<file path="config.mk">
export PLATFORM = sky130hd
export DESIGN_NAME = morse_tx_sequencer
export DESIGN_NICKNAME = d
export VERILOG_FILES = /design/src/rtl/morse_tx_sequencer.sv
export SDC_FILE = /design/constraint.sdc
export NUM_CORES = 1
export LEC_CHECK = 0
export ABC_AREA = 1
export ABC_CLOCK_PERIOD_IN_PS = 3820
export BUFFER_PORTS_ARGS = -buffer_cell sky130_fd_sc_hd__buf_2
export CELL_PAD_IN_SITES_DETAIL_PLACEMENT = 1
export CELL_PAD_IN_SITES_GLOBAL_PLACEMENT = 1
export CORE_MARGIN = 5
export CORE_UTILIZATION = 50
export CTS_CLUSTER_DIAMETER = 100
export CTS_CLUSTER_SIZE = 30
export DETAILED_ROUTE_END_ITERATION = 10
export MAX_ROUTING_LAYER = met4
export PLACE_DENSITY_LB_ADDON = 0.3
export SLEW_MARGIN = 20
export SYNTH_ARGS = -nofsm -noshare
export SYNTH_HDL_FRONTEND = slang
export SYNTH_SLANG_ARGS = --single-unit
export TNS_END_PERCENT = 20
</file>
<file path="constraint.sdc">
create_clock -name CLK -period 3.82 [get_ports CLK]
set_clock_uncertainty 0.15 [all_clocks]
set_input_delay 0.955 -clock CLK [delete_from_list [all_inputs] [get_ports CLK]]
set_output_delay 0.955 -clock CLK [all_outputs]
set_load 0.03 [all_outputs]
</file>
<file path="src/rtl/morse_tx_sequencer.sv">
// Morse transmit sequencer: queues {len, pattern} characters and serialises them onto Y at tick rate.
// Optional feature MORSE_TX_ABORT_EN adds an abort input that flushes the queue and ends the run.
module morse_tx_sequencer #(
  parameter int DEPTH     = 16,
  parameter int GAP_UNITS = 3,
  parameter int PAT_W     = 22
) (
  input  logic             CLK,
  input  logic             RST,
  input  logic             wr_en,
  input  logic [PAT_W+4:0] wr_data,
  input  logic             Start,
  input  logic             tick,
`ifdef MORSE_TX_ABORT_EN
  input  logic             abort,
`endif
  output logic             Y,
  output logic             busy,
  output logic             done,
  output logic             full,
  output logic             empty
);

  localparam int AW = (DEPTH > 1) ? $clog2(DEPTH) : 1;
  localparam int CW = AW + 1;
  localparam int DW = PAT_W + 5;
  localparam logic [2:0]    GAP_INIT = 3'(GAP_UNITS);
  localparam logic [4:0]    PAT_LEN  = 5'(PAT_W);
  localparam logic [CW-1:0] FULL_CNT = CW'(DEPTH);

  typedef enum logic [2:0] {IDLE, LOAD, SHIFT, GAP, DONE} state_t;

  logic [DW-1:0]    mem [DEPTH];
  logic [AW-1:0]    wr_ptr, rd_ptr;
  logic [CW-1:0]    count, count_nxt;
  logic             push, pop, flush, kill;
  logic [DW-1:0]    head;
  logic [4:0]       head_len, len_c;

  state_t           state, state_nxt, exit_st;
  logic [PAT_W-1:0] sh, sh_nxt;
  logic [4:0]       bitcnt, bitcnt_nxt;
  logic [2:0]       gapcnt, gapcnt_nxt;
  logic             y_nxt;

`ifdef MORSE_TX_ABORT_EN
  assign flush = abort;
`else
  assign flush = 1'b0;
`endif

  // Abort wins over a same-cycle write; full is the registered flag, so a write racing a pop at full is dropped.
  assign push = wr_en && !full && !flush;
  assign kill = flush && (state != IDLE);

  assign head     = mem[rd_ptr];
  assign head_len = head[DW-1:PAT_W];
  assign len_c    = (head_len > PAT_LEN) ? PAT_LEN : head_len;

  always_comb begin
    count_nxt = count;
    if (flush)
      count_nxt = '0;
    else if (push && !pop)
      count_nxt = count + 1'b1;
    else if (pop && !push)
      count_nxt = count - 1'b1;
  end

  always_ff @(posedge CLK) begin
    if (RST) begin
      wr_ptr <= '0;
      rd_ptr <= '0;
      count  <= '0;
      full   <= 1'b0;
      empty  <= 1'b1;
    end else begin
      if (flush) begin
        wr_ptr <= '0;
        rd_ptr <= '0;
      end else begin
        if (push) wr_ptr <= wr_ptr + 1'b1;
        if (pop)  rd_ptr <= rd_ptr + 1'b1;
      end
      count <= count_nxt;
      full  <= (count_nxt == FULL_CNT);
      empty <= (count_nxt == '0);
    end
  end

  always_ff @(posedge CLK) begin
    if (push) mem[wr_ptr] <= wr_data;
  end

  always_ff @(posedge CLK) begin
    if (RST) begin
      state  <= IDLE;
      sh     <= '0;
      bitcnt <= '0;
      gapcnt <= '0;
      Y      <= 1'b0;
    end else begin
      state  <= state_nxt;
      sh     <= sh_nxt;
      bitcnt <= bitcnt_nxt;
      gapcnt <= gapcnt_nxt;
      Y      <= y_nxt;
    end
  end

  always_comb begin
    state_nxt  = state;
    sh_nxt     = sh;
    bitcnt_nxt = bitcnt;
    gapcnt_nxt = gapcnt;
    pop        = 1'b0;
    exit_st    = empty ? DONE : LOAD;

    case (state)
      IDLE: begin
        if (Start && !empty) state_nxt = LOAD;
      end
      LOAD: begin
        pop        = 1'b1;
        sh_nxt     = head[PAT_W-1:0] << (PAT_LEN - len_c);
        bitcnt_nxt = len_c;
        gapcnt_nxt = GAP_INIT;
        state_nxt  = (len_c == 5'd0) ? GAP : SHIFT;
      end
      SHIFT: begin
        if (tick) begin
          sh_nxt     = sh << 1;
          bitcnt_nxt = bitcnt - 1'b1;
          if (bitcnt <= 5'd1) begin
            gapcnt_nxt = GAP_INIT;
            state_nxt  = (GAP_UNITS == 0) ? exit_st : GAP;
          end
        end
      end
      GAP: begin
        // A zero count only arises from an empty character with no gap configured.
        if (gapcnt == 3'd0) begin
          state_nxt = exit_st;
        end else if (tick) begin
          gapcnt_nxt = gapcnt - 1'b1;
          if (gapcnt == 3'd1) state_nxt = exit_st;
        end
      end
      DONE: begin
        state_nxt = IDLE;
      end
      default: begin
        state_nxt = IDLE;
      end
    endcase

    if (kill) state_nxt = DONE;

    // Y is registered from the next state so the first bit appears the cycle after LOAD.
    y_nxt = (state_nxt == SHIFT) && sh_nxt[PAT_W-1];
  end

  assign busy = (state != IDLE);
  assign done = (state == DONE);

endmodule
</file>
[Yosys cells after proc, flatten, opt, wreduce, memory -nomap -nowiden]
Memory sizes are Yosys's and may differ from the RTL's. A register that Yosys moved wholly into a read port is not among the register bits.
Index checks and enable logic that the tools add are counted.
Storage, ports and cells
  flip-flop bits (word level): 49
  memory bits (writable): 432
  input port bits: 32
  word-level logic and storage cells: 77
  memories kept: 1
Memories
  mem: words 16, width 27, read ports 1, clocked after memory_dff 1, write ports 1, line 33  | logic [DW-1:0] mem [DEPTH];
Operators by class
  add/subtract/negate cells: 7
  order comparisons: 2
  equality and inequality tests: 11
  shift-type cells: 1
  mux-type cells: 26
  reduce and logical (&&, ||, !) cells: 18
Operator list (count)
  $pmux W22 S2: 1
  $mux W3: 11
  $mux W22: 1
  $shl A22 B5 Y22: 1
  $mux W5: 4
  $pmux W3 S4: 1
  $logic_not A5 Y1: 2
  $pmux W5 S2: 1
  $sub A5 B1 Y5 const B: 2
  $eq A3 B2 Y1 const B: 3
  $pmux W3 S3: 1
  $add A4 B1 Y4 const B: 2
  $mux W4: 2
  $ne A2 B2 Y1 const B: 4
  $eq A3 B1 Y1 const B: 2
  $logic_not A3 Y1: 2
  $reduce_bool A3 Y1: 2
  $add A5 B1 Y5 const B: 1
  $eq A5 B5 Y1 const B: 1
  $gt A5 B5 Y1 const B: 1
  $le A5 B1 Y1 const B: 1
  $logic_and A1 B1 Y1: 5
  $reduce_and A5 Y1: 1
  $sub A5 B5 Y5 const A: 1
  other kinds (6): 12

[Longest topological paths before layout]
Gate-level depths: netlist of the first run.
  depth in word-level cells: 7
  mapped depth: 28

[Worst setup path after synthesis of the first run]
Ideal clock, no wire load.
  path type: input-to-reg
  start: input wr_en
  end: memory mem[11][0] (netlist bit), enable pin
  data arrival time: 2.721 ns
  required time: 3.259 ns
  setup slack: 0.538 ns
  stages: 6
  path buffers: 0
  cells stage by stage: inv_1 -> nor2_1 -> inv_1 -> nor2_1 -> nand2_1 -> nor2_1
On the way
  word-level cells in the longest chain between the ends: 3
Ends and longest elaborated chain
  start, declared: line 10  | input logic wr_en,
  $logic_and A1 B1 Y1: line 53  | assign push = wr_en && !full && !flush;
  $mux W1: line 92  | if (push) mem[wr_ptr] <= wr_data;
  $mux W1 (implied by the code): line 92
  end, declared: line 33
Every way passes these cells.

==> flow_metrics.py, run 1 <==
metrics = {
    "global_route": {
        "grt_start_max_net_pins": 141,
        "antenna_found_initial": 3,
        "overflow": 0,
        "track_usage_pct": 25.4,
        "grt_pass1_vias": 14900,
        "grt_pass1_wl_microns": 88900,
    },
    "die": {
        "core_sq_mm": 0.0410,
        "dieWidth_microns": 214,
        "pin_count": 37,
        "initial_core_util_pct": 50.7,
        "num_rows": 74,
        "dieArea_sq_mm": 0.0458,
        "die_y_microns": 214,
    },
    "clocking": {
        "ctsHoldBuffers": 0,
        "clockBufferDepth": 3,
        "clkLatencyLatePin_ps": 560,
        "h-tree-depth": 1,
        "path_clk_slew_ps": 120,
        "cts_tree": "done",
        "cts-buffers-inserted": 20,
        "cts_sinks": 485,
        "cts_root_buffer": "clkbuf_16",
        "post-cts-setup-buffer-count": 0,
    },
    "sta": {
        "slew_violations": 0,
        "period_share_pct": 92.6,
        "slew-limit-headroom_pct": 31.6,
        "worst_slew_pin_slew_ps": 1030,
        "hold_viol": 0,
        "fin_crit_ps": 3540,
        "rsz0062_at_grt": "no",
        "layout_setup_ws_ps": 282,
        "hold_ws_ps": 357,
        "max_freq_mhz": 283,
        "setup_violations": 0,
        "tns_ps": 0,
    },
    "synth": {
        "synth_area_per_cell_sq_um": 11.2,
        "ys_warn_count": 0,
        "yosysSeqAreaShare_pct": 67.4,
        "synth_nets": 1910,
        "ys_async_sr_fraction_pct": 0,
        "synth_edf_count": 432,
        "syn_area_sq_mm": 0.0208,
        "synth-main-ff-cell": "edfxtp_1",
        "ys_seq_elements": 485,
        "netlist_instances": 1864,
        "synth_cell_types": 47,
    },
    "hold_path": {
        "hold_path_depth": 2,
        "hold_class": "flop to flop",
        "min_to": "sh[3]$_SDFFE_PP0P_",
        "worstHoldStart": "sh[3]$_SDFFE_PP0P_",
    },
    "route": {
        "via_per_inst": 6.06,
        "antenna_left": 0,
        "via_count": 14600,
        "drtIter0Drc": 1275,
        "top_layer_used": "met4",
        "met2_length_microns": 28400,
        "drc": 0,
        "wl_microns": 58100,
        "wl_met1_microns": 24700,
        "wl_met3_microns": 3220,
        "first_pass_iters": 5,
        "wire_per_inst_microns": 24.1,
    },
    "place": {
        "place_ws_ps": 276,
        "dp_hpwl_microns": 34100,
        "place_area_sq_mm": 0.0218,
        "io_buffer_count": 36,
        "gp_congestion": 0.966,
    },
    "setup_path": {
        "endpoint_kind": "flop",
        "start_kind": "flop",
        "critPathKind": "flop to flop",
        "crit_required_ps": 4140,
        "r2r_cells": 23,
        "arrival_ps": 3850,
        "timing.rr.end": "Y$_SDFF_PP0_",
        "crit_path_max_fanout": 45,
        "r2r_setup_slack_ps": 280,
    },
    "finish": {
        "post-route-util_pct": 54.6,
        "final_area_sq_mm": 0.0224,
        "final_cell_mix": "432 x edfxtp_1, 316 x nand2_1, 200 x nand3_1",
        "drive_above_1_share_pct": 8.96,
        "final_common_cell": "edfxtp_1",
        "syn2layout_area_growth_pct": 7.58,
        "nets": 1908,
    },
    "job": {
        "maxCapViolCount": 0,
    },
    "power_and_ir_drop": {
        "irDropWorstVdd_uv": 402,
        "power_density_mw_per_mm2": 567,
        "cellLeakagePower_nw": 7.86,
    },
    "run_status": {
        "outcome": "complete, no violations",
    },
}
-- critical path, cell delays in order (launching register included) --
cell and delay [ps]:
dfxtp_4 470, inv_6 160, nor2_1 130, nor2_1 50
o21ai_0 120, o211ai_1 140, o211ai_1 170, nand2_2 180
nand2_4 130, inv_1 60, nor2_1 140, inv_1 70
ha_1 370, inv_2 150, buf_4 200, nand3_1 130
nand3_1 100, nand3_1 100, nand2_1 80, nand2_1 80
nand2_1 80, nand2_1 50, nand2_1 80, nor2_1 40
-- layer usage --
metal / vias to the layer above / global-route usage, %
met5: - / -
met4: 0 / 6.96
met3: 93 / 3.35
met2: 415 / 42.4
met1: 7468 / 33.1
li1: 6645 / -
-- cell type report --
type / instances / area, sq um
clock inverters: 2 / 27.5
clock buffers: 34 / 584
well taps: 532 / 666
multi-input cells: 1157 / 5890
diodes: 4 / 10.0
repair buffers: 89 / 753
flip-flops and latches: 485 / 14000
inverters: 109 / 419
fillers: 4348 / 18600
-- sequential cells by signal (all words and copies together) (netlist names), 3 cells and up, named ones only --
name / cells
state: 3
wr_ptr: 4
rd_ptr: 4
mem: 432
bitcnt: 5
gapcnt: 3
count: 5
sh: 22
-- stage by stage --
| stage | power [mW] | instances |
|---|---|---|
| 6_report | 12.7 | 2412 |
| 5_1_grt | 13.4 | 2411 |
| 4_1_cts | 12.7 | 2408 |
| 3_5_place_dp | 10.1 | 2372 |
| 3_3_place_gp | 9.95 | 2372 |
| 2_1_floorplan | 8.94 | 1864 |
-- synth_stat cells (all sizes together) (3+ instances only) --
master	n	share of area, %
edfxtp	432	62
nand2	330	6.2
nor2	208	3.9
nand3	205	5.1
o21ai	183	4.4
inv	107	2.0
buf	73	2.2
a21oi	57	1.4
dfxtp	53	5.1
o221ai	49	2.1
clkbuf	40	0.73
o211ai	36	1.3
o22ai	19	0.57
ha	14	0.84
a31oi	13	0.39
nor3	8	0.19
a22o	6	0.25
or2	4	0.12
a221oi	3	0.13
nand3b	3	0.11
nand4	3	0.090
nor4	3	0.090
xor2	3	0.13
-- cell families after synthesis --
kind of cell	Yosys count	share of synthesized area, %
flops	485	67.4
compound gates	374	10.9
buf+inv	222	4.89
xor+xnor	5	0.210
fa+ha+maj	14	0.842
simple gates	764	15.8
-- what timing repair did --
action                                  CTS  global route
endpoints found under the hold margin     0             0
endpoints found under the setup margin    0             5
resized for setup                         0             3
-- worst max path at each step --
stage / end / slack [ps]
finish: Y$_SDFF_PP0_ / 280
CTS: Y$_SDFF_PP0_ / 250
global route: sh[14]$_SDFFE_PP0P_ / 20
floorplan: mem[11][0]$_DFFE_PP_ / 540
detailed placement: Y$_SDFF_PP0_ / 280
global placement: Y$_SDFF_PP0_ / 420
-- power by group --
| part | switching [mW] | internal (mW) |
|---|---|---|
| clock network | 1.60 | 1.08 |
| registers | 0.108 | 5.94 |
| logic | 2.76 | 1.21 |
| total | 4.47 | 8.22 |
(Power assumes the default switching activity.)
==> run 2, diff against run 1 <==
PLACE_DENSITY = 0.87   (was unset)
PLACE_DENSITY_LB_ADDON = unset   (was 0.3)
==> flow_metrics.py, run 2 (synthesized netlist as in run 1, its figures left out) <==
metrics = {
    "die": {
        "die_y_microns": 214,
        "core_sq_mm": 0.0410,
        "initial_core_util_pct": 50.7,
        "pin_count": 37,
        "num_rows": 74,
        "dieWidth_microns": 214,
        "dieArea_sq_mm": 0.0458,
    },
    "finish": {
        "final_cell_mix": "432 x edfxtp_1, 316 x nand2_1, 200 x nand3_1",
        "final_common_cell": "edfxtp_1",
        "reg.largest.list": "mem x432, sh x22",
        "post-route-util_pct": 54.6,
        "syn2layout_area_growth_pct": 7.62,
        "nets": 1901,
        "final_area_sq_mm": 0.0224,
        "drive_above_1_share_pct": 8.66,
        "largest-register": "mem",
        "largest_register_ffs": 432,
    },
    "power_and_ir_drop": {
        "cellLeakagePower_nw": 7.84,
        "intPower_mw": 8.24,
        "combPwrFrac_pct": 31.4,
        "switching_share_pct": 35.6,
        "power.switching_mw": 4.56,
        "irDropWorstVdd_uv": 558,
        "p_seq_share_pct": 47.2,
        "power_density_mw_per_mm2": 572,
        "power_frac_clock_pct": 21.4,
    },
    "hold_path": {
        "hold_class": "flop to flop",
    },
    "sta": {
        "worst_slew_pin_slew_ps": 1030,
        "hold_viol": 0,
        "fin_crit_ps": 3610,
        "period_share_pct": 94.4,
        "max_freq_mhz": 277,
        "tns_ps": 0,
        "rsz0062_at_grt": "no",
        "slew-limit-headroom_pct": 31.2,
        "setup_violations": 0,
        "slew_violations": 0,
    },
    "global_route": {
        "antenna_found_initial": 2,
        "grt_pass1_wl_microns": 90800,
        "grt_pass1_vias": 15400,
        "track_usage_pct": 25.8,
        "grt_start_max_net_pins": 176,
        "overflow": 0,
    },
    "setup_path": {
        "timing.rr.end": "sh[16]$_SDFFE_PP0P_",
        "arrival_ps": 3950,
        "crit_path_max_fanout": 39,
        "critPathKind": "flop to flop",
        "critical-path-max-stage-delay_ps": 440,
        "r2r_cells": 21,
        "path_cells": "buf_12 > nand2_1 > nand3_1 > nand3_1 > nand3_1 > nand2_1 > nand3_2 > nand2_2 > nand2_4 > inv_1 > nor2_1 > inv_1 > ha_1 > buf_6 > nand4_1 > or2_1 > inv_2 > nand2_1 > a21oi_1 > nand2_1 > a21oi_1",
        "critPathTopFamily": "simple AND/OR/NAND/NOR gates",
        "cp.depth": 21,
        "crit_required_ps": 4160,
        "cp_common_cell": "nand2_1",
        "slowest_stage": "dfxtp_4",
        "critical_path.endpoint": "sh[16]$_SDFFE_PP0P_",
        "start_kind": "flop",
        "critPathBufInv": 5,
        "endpoint_kind": "flop",
        "r2r_setup_slack_ps": 210,
    },
    "place": {
        "gp_congestion": 0.892,
        "place_area_sq_mm": 0.0217,
        "dp_hpwl_microns": 34400,
        "io_buffer_count": 36,
    },
    "run_status": {
        "outcome": "complete, no violations",
    },
    "route": {
        "via_per_inst": 6.18,
        "drtIter0Drc": 1707,
        "wire_per_inst_microns": 24.6,
        "antenna_left": 0,
        "first_pass_iters": 5,
        "via_count": 14900,
        "wl_microns": 59200,
        "drc": 0,
    },
    "clocking": {
        "clkLatencyLatePin_ps": 570,
        "path_clk_slew_ps": 120,
        "cts_tree": "done",
        "h-tree-depth": 1,
        "clockBufferDepth": 3,
        "cts-buffers-inserted": 21,
        "ctsHoldBuffers": 0,
        "cts_root_buffer": "clkbuf_16",
        "cts_sinks": 485,
    },
    "job": {
        "maxCapViolCount": 0,
    },
}
run 2: worst min-delay path by stage:
stage	slack (ps)	end	cells past startpoint	from
final	350	sh[1]$_SDFFE_PP0P_	2	sh[0]$_SDFFE_PP0P_
after global routing	370	sh[1]$_SDFFE_PP0P_	2	sh[0]$_SDFFE_PP0P_
after CTS	350	sh[1]$_SDFFE_PP0P_	2	sh[0]$_SDFFE_PP0P_
after detailed placement	330	gapcnt[0]$_SDFFE_PP0P_	1	gapcnt[0]$_SDFFE_PP0P_
after global placement	320	sh[1]$_SDFFE_PP0P_	2	sh[0]$_SDFFE_PP0P_
after floorplan	300	gapcnt[0]$_SDFFE_PP0P_	1	gapcnt[0]$_SDFFE_PP0P_
run 2: cell type report:
cell class	instances	area, sq um
sequential	485	14000
timing repair buffer	81	734
antenna	3	7.51
fill	4284	18600
multi-input combinational	1157	5880
inverter	109	425
clock buffer	33	571
clock inverter	5	70.1
tap	532	666
run 2: per-layer routing:
metal,routed length [microns],GRT usage [%]
met1,23700,33.0
met2,29900,43.9
met3,3690,2.51
met4,1930,8.10
met5,0,-
run 2: per-stage QoR:
stage | power [mW] | instances | worst slack, ps | hold slack [ps]
floorplan | 8.94 | 1864 | 538 | 303
global placement | 9.82 | 2362 | 425 | 316
detailed placement | 10.0 | 2362 | 234 | 327
CTS | 12.7 | 2400 | 221 | 350
global route | 13.5 | 2404 | 2.85 | 367
finish | 12.8 | 2405 | 215 | 348
run 2: what timing repair did:
| action | in CTS | in global routing |
|---|---|---|
| setup endpoints to repair | 0 | 15 |
| buffers inserted | 0 | 2 |
| resized for setup | 0 | 4 |
run 2: power groups by stage:
stage          sequential (mW)  clock, mW  combinational, mW
2_1_floorplan             6.13          0               2.80
3_3_place_gp              6.14          0               3.68
3_5_place_dp              6.16          0               3.86
4_1_cts                   6.04       2.77               3.89
5_1_grt                   6.06       3.00               4.42
6_report                  6.04       2.74               4.02
run 2: worst reg2reg max path: cells and delay by family (launching register included):
kind | cells | cell delay, ps
and+or+nand+nor | 13 | 1660
buffers and inverters | 5 | 690
DFF | 1 | 440
adders and majority gates | 1 | 350
AOI/OAI and AO/OA | 2 | 240
==> run 3, diff against run 2 <==
CELL_PAD_IN_SITES_DETAIL_PLACEMENT = 0   (was 1)
==> flow_metrics.py, run 3 (synthesized netlist as in run 1, its figures left out) <==
metrics = {
    "run_status": {
        "outcome": "complete, no violations",
    },
    "power_and_ir_drop": {
        "intPower_mw": 8.11,
        "power_frac_clock_pct": 20.7,
        "cellLeakagePower_nw": 7.80,
        "p_seq_share_pct": 48.7,
        "power.total_mw": 12.4,
        "irDropWorstVdd_uv": 622,
        "combPwrFrac_pct": 30.6,
        "switching_share_pct": 34.5,
        "power.switching_mw": 4.27,
        "power_density_mw_per_mm2": 555,
    },
    "sta": {
        "setup_violations": 0,
        "worst_slew_pin_slew_ps": 1050,
        "rsz0062_at_grt": "no",
        "hold_viol": 0,
        "period_share_pct": 90.7,
        "tns_ps": 0,
        "hold_ws_ps": 341,
        "fin_crit_ps": 3460,
        "max_freq_mhz": 289,
        "slew_violations": 0,
        "slew-limit-headroom_pct": 30.0,
    },
    "finish": {
        "nets": 1899,
        "register_area_sq_mm": 0.0140,
        "multiInputGateArea_sq_mm": 0.00588,
        "final_common_cell": "edfxtp_1",
        "drive_above_1_share_pct": 8.56,
        "final_area_sq_mm": 0.0223,
        "syn2layout_area_growth_pct": 7.22,
        "nFillCells": 3456,
        "largest-register": "mem",
        "final_cell_mix": "432 x edfxtp_1, 316 x nand2_1, 200 x nand3_1",
        "largest_register_ffs": 432,
        "reg.largest.list": "mem x432, sh x22",
    },
    "setup_path": {
        "critPathKind": "flop to flop",
        "crit_path_max_fanout": 39,
        "arrival_ps": 3800,
        "start_kind": "flop",
        "crit_required_ps": 4160,
        "endpoint_kind": "flop",
    },
    "route": {
        "top_layer_used": "met4",
        "drc": 0,
        "via_per_inst": 5.92,
        "wl_met1_microns": 20900,
        "wl_met3_microns": 4090,
        "first_pass_iters": 6,
        "drtIter0Drc": 1393,
        "antenna_left": 0,
        "wl_microns": 50300,
        "met2_length_microns": 23900,
        "wire_per_inst_microns": 21.0,
        "via_count": 14200,
    },
    "die": {
        "initial_core_util_pct": 50.7,
        "die_y_microns": 214,
        "pin_count": 37,
        "num_rows": 74,
        "dieWidth_microns": 214,
        "dieArea_sq_mm": 0.0458,
        "core_sq_mm": 0.0410,
    },
    "global_route": {
        "grt_start_max_net_pins": 176,
        "overflow": 0,
        "track_usage_pct": 21.8,
        "antenna_found_initial": 4,
        "grt_pass1_vias": 13300,
        "grt_pass1_wl_microns": 77200,
    },
    "clocking": {
        "cts_sinks": 485,
        "clockBufferDepth": 3,
        "cts-buffers-inserted": 20,
        "cts_root_buffer": "clkbuf_16",
        "path_clk_slew_ps": 110,
        "cts_tree": "done",
        "h-tree-depth": 1,
        "clkLatencyLatePin_ps": 580,
    },
    "place": {
        "dp_hpwl_microns": 27200,
        "io_buffer_count": 36,
        "gp_congestion": 0.892,
        "place_area_sq_mm": 0.0217,
    },
    "hold_path": {
        "hold_class": "flop to flop",
        "worstHoldStart": "sh[0]$_SDFFE_PP0P_",
    },
    "job": {
        "maxCapViolCount": 0,
    },
}
[run 3: cell count changes in the layout (fill, tap and decap cells not counted), sizes merged]
cell | previous run | this run
clkbuf | 33 | 23
clkinvlp | 1 | 2
clkinv | 3 | 4
buf | 81 | 80
inv | 110 | 107
diode | 3 | 4
[run 3: layout make-up]
class	count	area share (%)
flip-flops and latches	485	62.9
multi-input cells	1157	26.4
repair buffers	80	3.20
well taps	532	2.98
clock buffers	23	2.29
inverters	109	1.91
clock inverters	4	0.280
diodes	4	0.0449
[run 3: path summary, 6_finish.rpt]
check | slack [ps] | cells past startpoint | to
setup / recovery | 360 | 21 | sh[16]$_SDFFE_PP0P_
hold / removal | 340 | 2 | sh[1]$_SDFFE_PP0P_
setup reg to reg | 360 | 21 | sh[16]$_SDFFE_PP0P_
hold reg to reg | 340 | 2 | sh[1]$_SDFFE_PP0P_
[run 3: worst max-delay path, stage by stage, from the launching register on]
cell and delay [ps]:
dfxtp_4 430, buf_12 210, nand2_1 80, nand3_1 90, nand3_1 80, nand3_1 110, nand2_1 140, nand3_2 130
nand2_2 80, nand2_4 100, inv_1 60, nor2_1 160, inv_1 80, ha_1 350, buf_6 220, nand4_1 160
or2_1 290, inv_2 80, nand2_1 50, a21oi_1 120, nand2_1 70, a21oi_1 120
[run 3: stage by stage]
| stage | utilization [%] | std cells | setup WS [ps] |
|---|---|---|---|
| after global routing | 54.4 | 2394 | 23.5 |
| after floorplan | - | 1864 | 538 |
| after CTS | 54.3 | 2389 | 321 |
| final | 54.4 | 2394 | 355 |
| after detailed placement | 52.9 | 2362 | 366 |
| after global placement | 52.9 | 2362 | 425 |
[run 3: timing repair]
action | 4_1_cts | 5_1_grt
hold buffers | 0 | 0
buffers inserted | 0 | 1
setup endpoints to repair | 0 | 9
gates resized for setup | 0 | 4
hold endpoints to repair | 0 | 0
[run 3: per-layer routing]
layer | vias to the layer above | global-route usage, %
met5 | - | -
met4 | 0 | 5.65
met3 | 87 | 2.54
met2 | 572 | 34.9
met1 | 6900 | 30.2
li1 | 6602 | -
[run 3: power by group through the flow]
stage	Sequential (mW)	Clock (mW)	Combinational, mW
5_1_grt	6.05	2.79	4.25
6_report	6.03	2.56	3.79
2_1_floorplan	6.13	0	2.80
3_5_place_dp	6.15	0	3.71
3_3_place_gp	6.14	0	3.68
4_1_cts	6.03	2.60	3.73
